--- src/rtl/oflow_mem_buffer_scheduler.sv ---
// Per-frame slot sequencer and single-port arbiter for the tracking MEM buffer.
// Define OFLOW_SCHED_RR_EN for round-robin arbitration (default: write priority).
module oflow_mem_buffer_scheduler #(
  parameter int MAX_HISTORY  = 5,
  parameter int SLOT_W       = 3,
  parameter int OFFSET_WIDTH = 6,
  parameter int BBOX_W       = 7
) (
  input  logic                           clk,
  input  logic                           reset_N,
  input  logic                           frame_start,
  input  logic [7:0]                     frame_num,
  input  logic [2:0]                     num_of_history_frames,
  input  logic [BBOX_W-1:0]              num_of_bbox_in_frame,
  input  logic                           wr_req,
  input  logic                           rd_req,
  output logic                           wr_gnt,
  output logic                           rd_gnt,
  output logic                           mem_en,
  output logic                           mem_we,
  output logic [SLOT_W+OFFSET_WIDTH-1:0] mem_addr,
  output logic [7:0]                     frame_to_read,
  output logic                           busy,
  output logic                           frame_done
);

  localparam logic [SLOT_W-1:0] LP_MAXH  = SLOT_W'(MAX_HISTORY);
  localparam logic [SLOT_W-1:0] LP_SAT   = SLOT_W'(MAX_HISTORY - 1);
  localparam logic [BBOX_W-1:0] LP_DEPTH = BBOX_W'(2 ** OFFSET_WIDTH);
  localparam logic [SLOT_W-1:0] LP_S1    = SLOT_W'(1);
  localparam logic [BBOX_W-1:0] LP_B1    = BBOX_W'(1);

  typedef enum logic [1:0] {S_IDLE, S_SETUP, S_RUN, S_DONE} state_t;

  state_t                          r_state;
  logic [7:0]                      r_frame_num;
  logic [SLOT_W-1:0]               r_n;
  logic [BBOX_W-1:0]               r_nbbox;
  logic [SLOT_W-1:0]               r_wr_slot;
  logic [SLOT_W-1:0]               r_cur_slot;
  logic [SLOT_W-1:0]               r_frames_seen;
  logic [SLOT_W-1:0]               r_hist_cnt;
  logic [SLOT_W-1:0]               r_k;
  logic [BBOX_W-1:0]               r_wr_cnt;
  logic [BBOX_W-1:0]               r_rd_off;
  logic [BBOX_W-1:0]               r_end_ptr [MAX_HISTORY];
  logic [7:0]                      r_ftr;
  logic                            r_busy;
  logic                            r_done;
  logic                            r_mem_en;
  logic                            r_mem_we;
  logic [SLOT_W+OFFSET_WIDTH-1:0]  r_mem_addr;
`ifdef OFLOW_SCHED_RR_EN
  logic                            r_last_wr;
`endif

  logic [SLOT_W-1:0] w_n_in;
  logic [SLOT_W-1:0] w_n_clamp;
  logic [BBOX_W-1:0] w_nb_clamp;
  logic [SLOT_W-1:0] w_nm1;
  logic [SLOT_W-1:0] w_cur_inc;
  logic [SLOT_W-1:0] w_rd_slot;
  logic [BBOX_W-1:0] w_rd_end;
  logic              w_run;
  logic              w_wr_done;
  logic              w_rd_done;
  logic              w_skip;
  logic              w_wr_ok;
  logic              w_rd_ok;
  logic              w_wr_win;
  logic              w_rd_last;

  assign w_n_in     = SLOT_W'(num_of_history_frames);
  assign w_n_clamp  = (w_n_in == '0) ? LP_S1 :
                      (w_n_in > LP_MAXH) ? LP_MAXH : w_n_in;
  assign w_nb_clamp = (num_of_bbox_in_frame > LP_DEPTH) ?
                      LP_DEPTH : num_of_bbox_in_frame;
  assign w_nm1      = r_n - LP_S1;
  assign w_cur_inc  = (r_cur_slot + LP_S1 == r_n) ? '0 : r_cur_slot + LP_S1;

  // history slots sit behind the current slot, modulo N
  assign w_rd_slot  = (r_cur_slot >= r_k) ? r_cur_slot - r_k :
                      r_cur_slot + r_n - r_k;
  assign w_rd_end   = r_end_ptr[w_rd_slot];

  assign w_run      = (r_state == S_RUN);
  assign w_wr_done  = (r_wr_cnt == r_nbbox);
  assign w_rd_done  = (r_k > r_hist_cnt);
  assign w_skip     = w_run && !w_rd_done && (w_rd_end == '0);
  assign w_wr_ok    = w_run && !w_wr_done && wr_req;
  assign w_rd_ok    = w_run && !w_rd_done && (w_rd_end != '0) && rd_req;
  assign w_rd_last  = (r_rd_off + LP_B1) == w_rd_end;

`ifdef OFLOW_SCHED_RR_EN
  assign w_wr_win   = w_wr_ok && (!w_rd_ok || !r_last_wr);
`else
  assign w_wr_win   = w_wr_ok;
`endif

  assign wr_gnt        = w_wr_win;
  assign rd_gnt        = w_rd_ok && !w_wr_win;
  assign mem_en        = r_mem_en;
  assign mem_we        = r_mem_we;
  assign mem_addr      = r_mem_addr;
  assign frame_to_read = r_ftr;
  assign busy          = r_busy;
  assign frame_done    = r_done;

  always_ff @(posedge clk) begin
    if (reset_N) begin
      r_state       <= S_IDLE;
      r_frame_num   <= '0;
      r_n           <= '0;
      r_nbbox       <= '0;
      r_wr_slot     <= '0;
      r_cur_slot    <= '0;
      r_frames_seen <= '0;
      r_hist_cnt    <= '0;
      r_k           <= '0;
      r_wr_cnt      <= '0;
      r_rd_off      <= '0;
      r_ftr         <= '0;
      r_busy        <= 1'b0;
      r_done        <= 1'b0;
      r_mem_en      <= 1'b0;
      r_mem_we      <= 1'b0;
      r_mem_addr    <= '0;
`ifdef OFLOW_SCHED_RR_EN
      r_last_wr     <= 1'b0;
`endif
      for (int i = 0; i < MAX_HISTORY; i++) r_end_ptr[i] <= '0;
    end else begin
      r_done   <= 1'b0;
      r_mem_en <= wr_gnt || rd_gnt;
      r_mem_we <= wr_gnt;
      if (wr_gnt)
        r_mem_addr <= {r_cur_slot, r_wr_cnt[OFFSET_WIDTH-1:0]};
      else if (rd_gnt)
        r_mem_addr <= {w_rd_slot, r_rd_off[OFFSET_WIDTH-1:0]};
      unique case (r_state)
        S_IDLE: begin
          if (frame_start) begin
            r_frame_num <= frame_num;
            r_n         <= w_n_clamp;
            r_nbbox     <= w_nb_clamp;
            r_busy      <= 1'b1;
            r_state     <= S_SETUP;
          end
        end
        S_SETUP: begin
          r_cur_slot <= r_wr_slot % r_n;
          r_hist_cnt <= (r_frames_seen < w_nm1) ? r_frames_seen : w_nm1;
          r_k        <= LP_S1;
          r_wr_cnt   <= '0;
          r_rd_off   <= '0;
          r_ftr      <= r_frame_num - 8'd1;
`ifdef OFLOW_SCHED_RR_EN
          r_last_wr  <= 1'b0;
`endif
          r_state    <= S_RUN;
        end
        S_RUN: begin
          if (wr_gnt) r_wr_cnt <= r_wr_cnt + LP_B1;
          if (rd_gnt) begin
            if (w_rd_last) begin
              r_rd_off <= '0;
              r_k      <= r_k + LP_S1;
              r_ftr    <= r_ftr - 8'd1;
            end else begin
              r_rd_off <= r_rd_off + LP_B1;
            end
          end else if (w_skip) begin
            r_k   <= r_k + LP_S1;
            r_ftr <= r_ftr - 8'd1;
          end
`ifdef OFLOW_SCHED_RR_EN
          if (wr_gnt) r_last_wr <= 1'b1;
          else if (rd_gnt) r_last_wr <= 1'b0;
`endif
          if (w_wr_done && w_rd_done) begin
            r_busy  <= 1'b0;
            r_done  <= 1'b1;
            r_state <= S_DONE;
          end
        end
        S_DONE: begin
          r_end_ptr[r_cur_slot] <= r_nbbox;
          r_wr_slot             <= w_cur_inc;
          if (r_frames_seen != LP_SAT)
            r_frames_seen <= r_frames_seen + LP_S1;
          r_state <= S_IDLE;
        end
        default: r_state <= S_IDLE;
      endcase
    end
  end

endmodule

--- config.mk ---
export PLATFORM = sky130hd
export DESIGN_NAME = oflow_mem_buffer_scheduler
export DESIGN_NICKNAME = d
export VERILOG_FILES = /design/src/rtl/oflow_mem_buffer_scheduler.sv
export SDC_FILE = /design/constraint.sdc
export NUM_CORES = 1
export LEC_CHECK = 0
export ABC_CLOCK_PERIOD_IN_PS = 5420
export CAP_MARGIN = 20
export CORE_ASPECT_RATIO = 0.5
export CORE_MARGIN = 1.5
export CORE_UTILIZATION = 40
export CTS_BUF_LIST = sky130_fd_sc_hd__clkbuf_16
export CTS_CLUSTER_DIAMETER = 80
export DETAILED_ROUTE_END_ITERATION = 10
export GPL_ROUTABILITY_DRIVEN = 0
export PLACE_DENSITY_LB_ADDON = 0.2
export SLEW_MARGIN = 20
export SYNTH_ARGS = -nofsm -noshare
export SYNTH_HDL_FRONTEND = slang
export SYNTH_SLANG_ARGS = --single-unit
--- constraint.sdc ---
create_clock -name clk -period 5.42 [get_ports clk]
set_input_delay 1.084 -clock clk [delete_from_list [all_inputs] [get_ports clk]]
set_output_delay 1.084 -clock clk [all_outputs]
set_load 0.02 [all_outputs]
Yosys cells after proc, flatten, opt, wreduce, memory -nomap -nowiden
Memories as Yosys holds them, arrays and structs flattened.
Index checks and enable logic that the tools add are counted.
{"block": "word_totals", "register_bits": 70, "latch_bits": 0, "ramBits": 35, "mem_bits_ro": 0, "input_bits": 23, "out_inout_bits": 23, "wordCells": 113, "memories": 1}
{"block": "op_classes", "n_addsub": 11, "n_mul": 0, "n_div": 1, "magnitude_cmp": 5, "n_eq_ne": 13, "shift": 0, "muxes": 36, "bitwise": 1, "n_reduce_logical": 28}
{"name": "r_end_ptr", "depth": 5, "word_bits": 7, "rd": 1, "rd_ports_with_merged_regs": 0, "wr": 5, "line": "46", "source": "logic [BBOX_W-1:0] r_end_ptr [MAX_HISTORY];"}
{"op": "2-to-1 mux 7 bit", "n": 5}
{"op": "one-hot mux 7 bit (2 select lines)", "n": 2}
{"op": "2-to-1 mux 3 bit", "n": 9}
{"op": "2-to-1 mux 8 bit", "n": 3}
{"op": "2-to-1 mux 9 bit", "n": 2}
{"op": "one-hot mux 8 bit (2 select lines)", "n": 1}
{"op": "subtractor 8 x 1 -> 8 bit, second input constant", "n": 2}
{"op": "adder 7 x 1 -> 7 bit, second input constant", "n": 2}
{"op": "equality test 7 bit", "n": 2}
{"op": "AND reduction 2 bit", "n": 5}
{"op": "adder 3 x 1 -> 3 bit, second input constant", "n": 3}
{"op": "2-to-1 mux 1 bit", "n": 9}
{"op": "logical AND 1 bit", "n": 8}
{"op": "one-hot mux 2 bit (4 select lines)", "n": 1}
{"op": "> comparator 7 bit, second input constant", "n": 1}
{"op": "logical NOT 7 bit", "n": 1}
{"op": "nonzero test 7 bit", "n": 1}
{"op": "OR reduction 7 bit", "n": 1}
{"op": "inequality test 2 bit, second input constant", "n": 3}
{"op": "inequality test 3 x 2 -> 1 bit, second input constant", "n": 2}
{"op": "one-hot mux 3 bit (2 select lines)", "n": 1}
{"op": "AND reduction 3 bit", "n": 2}
{"op": "nonzero test 2 bit", "n": 3}
{"op": "subtractor 3 bit", "n": 2}
{"op": "other kinds (20)", "n": 24}

Depth between registers and ports, before layout
An unclocked memory read counts as a cell.
{"block": "logic_depth", "depth_word": 10, "ltp_mapped": 20, "ltp_nobuf": 17}

Worst setup path before layout
OpenSTA, ideal clock, no wires.
{"block": "synth_timing", "path_type": "register -> output", "start": "reg r_cur_slot[0]", "end": "out rd_gnt", "arrival_ns": 3.440, "t_required_ns": 4.336, "setup_slack_ns": 0.896, "path_stages_with_launch": 19, "path_buffers": 4, "path_cell_list": "dfxtp_1 clkbuf_1 inv_1 ha_1 inv_1 ha_1 inv_1 fa_1 inv_1 o211ai_2 o21ai_2 buf_4 buf_6 mux2i_1 mux2_2 or4_4 nand3_1 inv_1 buf_2"}
{"block": "synth_between", "elab_chain_len": 8, "elab_cells_between_ends": 10, "cone_classes": "add/sub (3); order compare (1); mux (1); reduce/logical (4); memory (1)"}
{"element": "start: declaration", "line": "40", "source": "logic [SLOT_W-1:0] r_cur_slot;"}
{"element": "start signal: assignment", "line": "151", "source": "r_cur_slot <= r_wr_slot % r_n;"}
{"element": "adder 3 bit", "line": "83", "source": "r_cur_slot + r_n - r_k;"}
{"element": "subtractor 3 bit", "line": "83"}
{"element": "2-to-1 mux 3 bit *", "line": "82", "source": "assign w_rd_slot = (r_cur_slot >= r_k) ? r_cur_slot - r_k :"}
{"element": "memory read (5 x 7 bit) *"}
{"element": "nonzero test 7 bit *", "line": "91", "source": "assign w_rd_ok = w_run && !w_rd_done && (w_rd_end != '0) && rd_req;"}
{"element": "logical AND 1 bit * (2 in series)", "line": "91"}
{"element": "logical AND 1 bit *", "line": "101", "source": "assign rd_gnt = w_rd_ok && !w_wr_win;"}
{"element": "end: declaration", "line": "18", "source": "output logic rd_gnt,"}
Mark *: on every way between the ends. The rest lies on a longest branch, timed or not.

Final worst setup path
{"block": "layout_timing", "start": "reg r_n[1]", "end": "out rd_gnt"}
{"block": "layout_between", "elab_chain_len": 8}
{"element": "start: declaration", "line": "37", "source": "logic [SLOT_W-1:0] r_n;"}
{"element": "start signal: assignment", "line": "144", "source": "r_n <= w_n_clamp;"}
{"element": "adder 3 bit", "line": "83"}
{"element": "subtractor 3 bit", "line": "83"}
{"element": "2-to-1 mux 3 bit", "line": "82"}
{"element": "memory read (5 x 7 bit)"}
{"element": "nonzero test 7 bit", "line": "91"}
{"element": "logical AND 1 bit (2 in series)", "line": "91"}
{"element": "logical AND 1 bit", "line": "101"}
No other way between the ends.

==> impl_metrics.env <==
export IMPL_status="finished clean"
export IMPL_grt_pass1_vias=5424
export IMPL_synth_cell_type_count=74
export IMPL_clkTransAtPathRegs_ps=60
export IMPL_ir_worst_vdd_v=0.0003028
export IMPL_grt_use_total_pct=21.56
export IMPL_core_area_mm2=0.01727
export IMPL_clock_skew_ps=12.79
export IMPL_diodes=0
export IMPL_cts_root_buf="clkbuf_16"
export IMPL_clock_latency_ps=410
export IMPL_synth_ff_type="dfxtp_1"
export IMPL_post_place_ws_ps=256.5
export IMPL_die_w_um=190.5
export IMPL_path_class="flop to output port"
export IMPL_end_kind="output port"
export IMPL_critPathMaxStageDelay_ps=550
export IMPL_cts_buffers=17
export IMPL_slowest_stage="fa_1"
export IMPL_path_cells="inv_1, fa_1, fa_1, inv_1, o211ai_2, buf_4, and2_1, a221o_1, and2_1, o41a_1, nand3_1, inv_2, dlygate4sd2_1"
export IMPL_syn_avg_cell_area_um2=9.497
export IMPL_drive_gt1_share_pct=8.271
export IMPL_worst_endpoint_arrival_ps=4150
export IMPL_ant_nets=0
export IMPL_crit_family="adder cells"
export IMPL_p_per_area_mw_per_mm2=597.0
export IMPL_start_util_pct=40.69
export IMPL_hold_path_class="flop to flop"
export IMPL_drc_errors=0
export IMPL_p_leak_nw=3.067
export IMPL_cts_tree="built"
export IMPL_cp_num_buf_inv=5
export IMPL_via_per_inst=5.587
export IMPL_antenna_found_initial=0
export IMPL_maxSlewViolCount=0
export IMPL_worstSetupStartpointType="flop"
export IMPL_fmax_mhz=191.1
export IMPL_synthesis_nets=794
export IMPL_cap_violations=0
export IMPL_fin_nets=839
export IMPL_hold_viol_final=0
export IMPL_whs_ps=463.9
export IMPL_async_flop_share_pct=0
export IMPL_slew_headroom_pct=34.43
export IMPL_dr_total_vias=5766
export IMPL_row_count=34
export IMPL_setup_tns_ps=0
export IMPL_post_dp_hpwl_mm=13.39
export IMPL_syn_inst=740
export IMPL_rsz0062_at_grt="no"
export IMPL_die_h_um=96.73
export IMPL_area_growth_synth_to_final_pct=17.39
export IMPL_drt_iter0_markers=492
export IMPL_synth_edf_count=56
export IMPL_overflow=0
export IMPL_synth_area_mm2=0.007028
export IMPL_cts_sinks=126
export IMPL_grt_max_degree=71
export IMPL_fin_ws_ps=187.1
export IMPL_yosys_warnings=0
export IMPL_setup_viol=0
export IMPL_worst_pin_slew_ps=973.3
export IMPL_ys_seq_area_share_pct=43.87
export IMPL_ctsLongestPathBuffers=2
export IMPL_dieArea_mm2=0.01842
export IMPL_crit_fanout=11
export IMPL_crit_required_ps=4340
export IMPL_fin_crit_sh_pct=96.55
export IMPL_io_buffers=45
export IMPL_drt_total_wl_mm=19.25
export IMPL_drt_first_pass_iters=6
export IMPL_min_period_ps=5233
export IMPL_post_cts_buffers=0
export IMPL_io_pins=46
export IMPL_ys_ff_latch=126
export IMPL_wl_per_cell_um=18.65
export IMPL_grt_pass1_wl_mm=30.57
export IMPL_htreeDepth=4
## logic make-up after synthesis
group	Yosys count	synth area share [%]
and+or+nand+nor	294	21.72
AOI/OAI and AO/OA	169	17.04
DFF	126	43.87
buffers and inverters	66	3.970
adders and majority gates	31	5.946
xor gates and xnor gates	27	3.560
muxes	27	3.899
## cell type report
cell class                 instances  area [um2]
fill                            1634        9021
timing repair buffer              58       554.3
tap                              234       292.8
inverter                          34       127.6
multi-input combinational        548        3685
clock buffer                      17       425.4
sequential                       126        3083
clock inverter                    15       82.58
## layout by cell type, fill, tap and decap left out, drive strengths merged, types with 5 or more instances in the layout
cell / synthesis / final
and3: 7 / 7
clkinv: 1 / 13
nand2: 63 / 63
nand2b: 6 / 6
mux2i: 24 / 24
a21oi: 53 / 53
xnor2: 16 / 16
inv: 33 / 34
a222oi: 9 / 9
a221oi: 18 / 18
nand3b: 8 / 8
dfxtp: 70 / 70
nor2b: 15 / 15
nor4: 6 / 6
and2: 53 / 53
a211oi: 7 / 7
o211ai: 5 / 5
xor2: 10 / 10
nand3: 11 / 11
buf: 13 / 14
clkbuf: 19 / 17
clkdlybuf4s50: 0 / 43
o21ai: 29 / 29
a22oi: 6 / 6
or4: 10 / 10
nor2: 84 / 84
a221o: 5 / 5
ha: 27 / 27
a2111oi: 6 / 6
nor3: 15 / 15
edfxtp: 56 / 56
## where the power goes
part           internal [mW]  total (mW)  switching (mW)  leakage [nW]
clock network          0.571       0.999           0.428         0.255
logic                   1.03        2.74            1.72          1.70
registers               1.08        1.18           0.102          1.11
total                   2.68        4.93            2.25          3.07
## layer usage
layer	vias to the layer above	wire, um	global-route usage, %
li1	2794	-	-
met1	2766	9266	32.47
met2	196	8529	31.89
met3	10	1294	3.774
met4	0	156	5.027
met5	-	0	0
## synthesized netlist by cell type, types with 6 or more instances
| cell | n | area share (%) |
|---|---|---|
| nor2_1 | 81 | 4.3 |
| inv_1 | 33 | 1.8 |
| nand2b_1 | 6 | 0.53 |
| or4_1 | 9 | 0.96 |
| edfxtp_1 | 56 | 24 |
| a222oi_1 | 9 | 1.3 |
| xor2_1 | 10 | 1.2 |
| clkbuf_1 | 19 | 1.0 |
| nor2b_1 | 14 | 1.2 |
| mux2i_1 | 24 | 3.4 |
| o21ai_0 | 26 | 1.9 |
| a22oi_1 | 6 | 0.64 |
| dfxtp_1 | 70 | 20 |
| nand3b_1 | 8 | 0.85 |
| a21oi_1 | 50 | 3.6 |
| and3_1 | 7 | 0.62 |
| ha_1 | 27 | 4.8 |
| nand2_1 | 62 | 3.3 |
| xnor2_1 | 16 | 2.0 |
| and2_1 | 51 | 4.5 |
| a211oi_1 | 6 | 0.64 |
| nor3_1 | 15 | 1.1 |
| nand3_1 | 11 | 0.78 |
| a221oi_1 | 18 | 2.2 |
## what timing repair did
action | in CTS | in global routing
setup endpoints to repair | 1 | 1
resized for setup | 3 | 2
hold buffers | 0 | 0
## per-stage QoR
step	total power [mW]	cells	util (%)	area, um2
2_1_floorplan	3.107	740	-	7028
3_3_place_gp	3.800	1000	44.73	7725
3_5_place_dp	3.852	1000	44.73	7725
4_1_cts	4.875	1032	47.75	8247
5_1_grt	5.206	1032	47.77	8250
6_report	4.925	1032	47.77	8250
## state kept, by name (all words and copies together), names as in the netlist, 7 cells and up
signal and cells:
frame_to_read 8, mem_addr 9, r_end_ptr 56, r_frame_num 8
r_nbbox 7, r_rd_off 7, r_wr_cnt 7
## final timing paths
check                              start                       endpoint  slack, ps  cells past startpoint
max                  r_n[1]$_SDFFE_PP0P_                         rd_gnt        190                     13
min          r_frame_num[0]$_SDFFE_PP0P_    r_frame_num[0]$_SDFFE_PP0P_        460                      2
max reg2reg          r_n[1]$_SDFFE_PP0P_  frame_to_read[4]$_SDFFE_PP0P_        630                     14
min reg2reg  r_frame_num[0]$_SDFFE_PP0P_    r_frame_num[0]$_SDFFE_PP0P_        460                      2
## worst register-to-register path: stages (launching register included)
cell,delay [ps]
dfxtp_1,370
inv_1,160
fa_1,550
fa_1,550
inv_1,50
o211ai_2,90
buf_4,230
a21boi_4,350
a21oi_1,140
a221oi_1,540
o22ai_1,200
a21oi_1,420
and4_1,540
o21ai_1,130
a221o_1,350
Note: power is estimated with default switching activity, not from simulation.
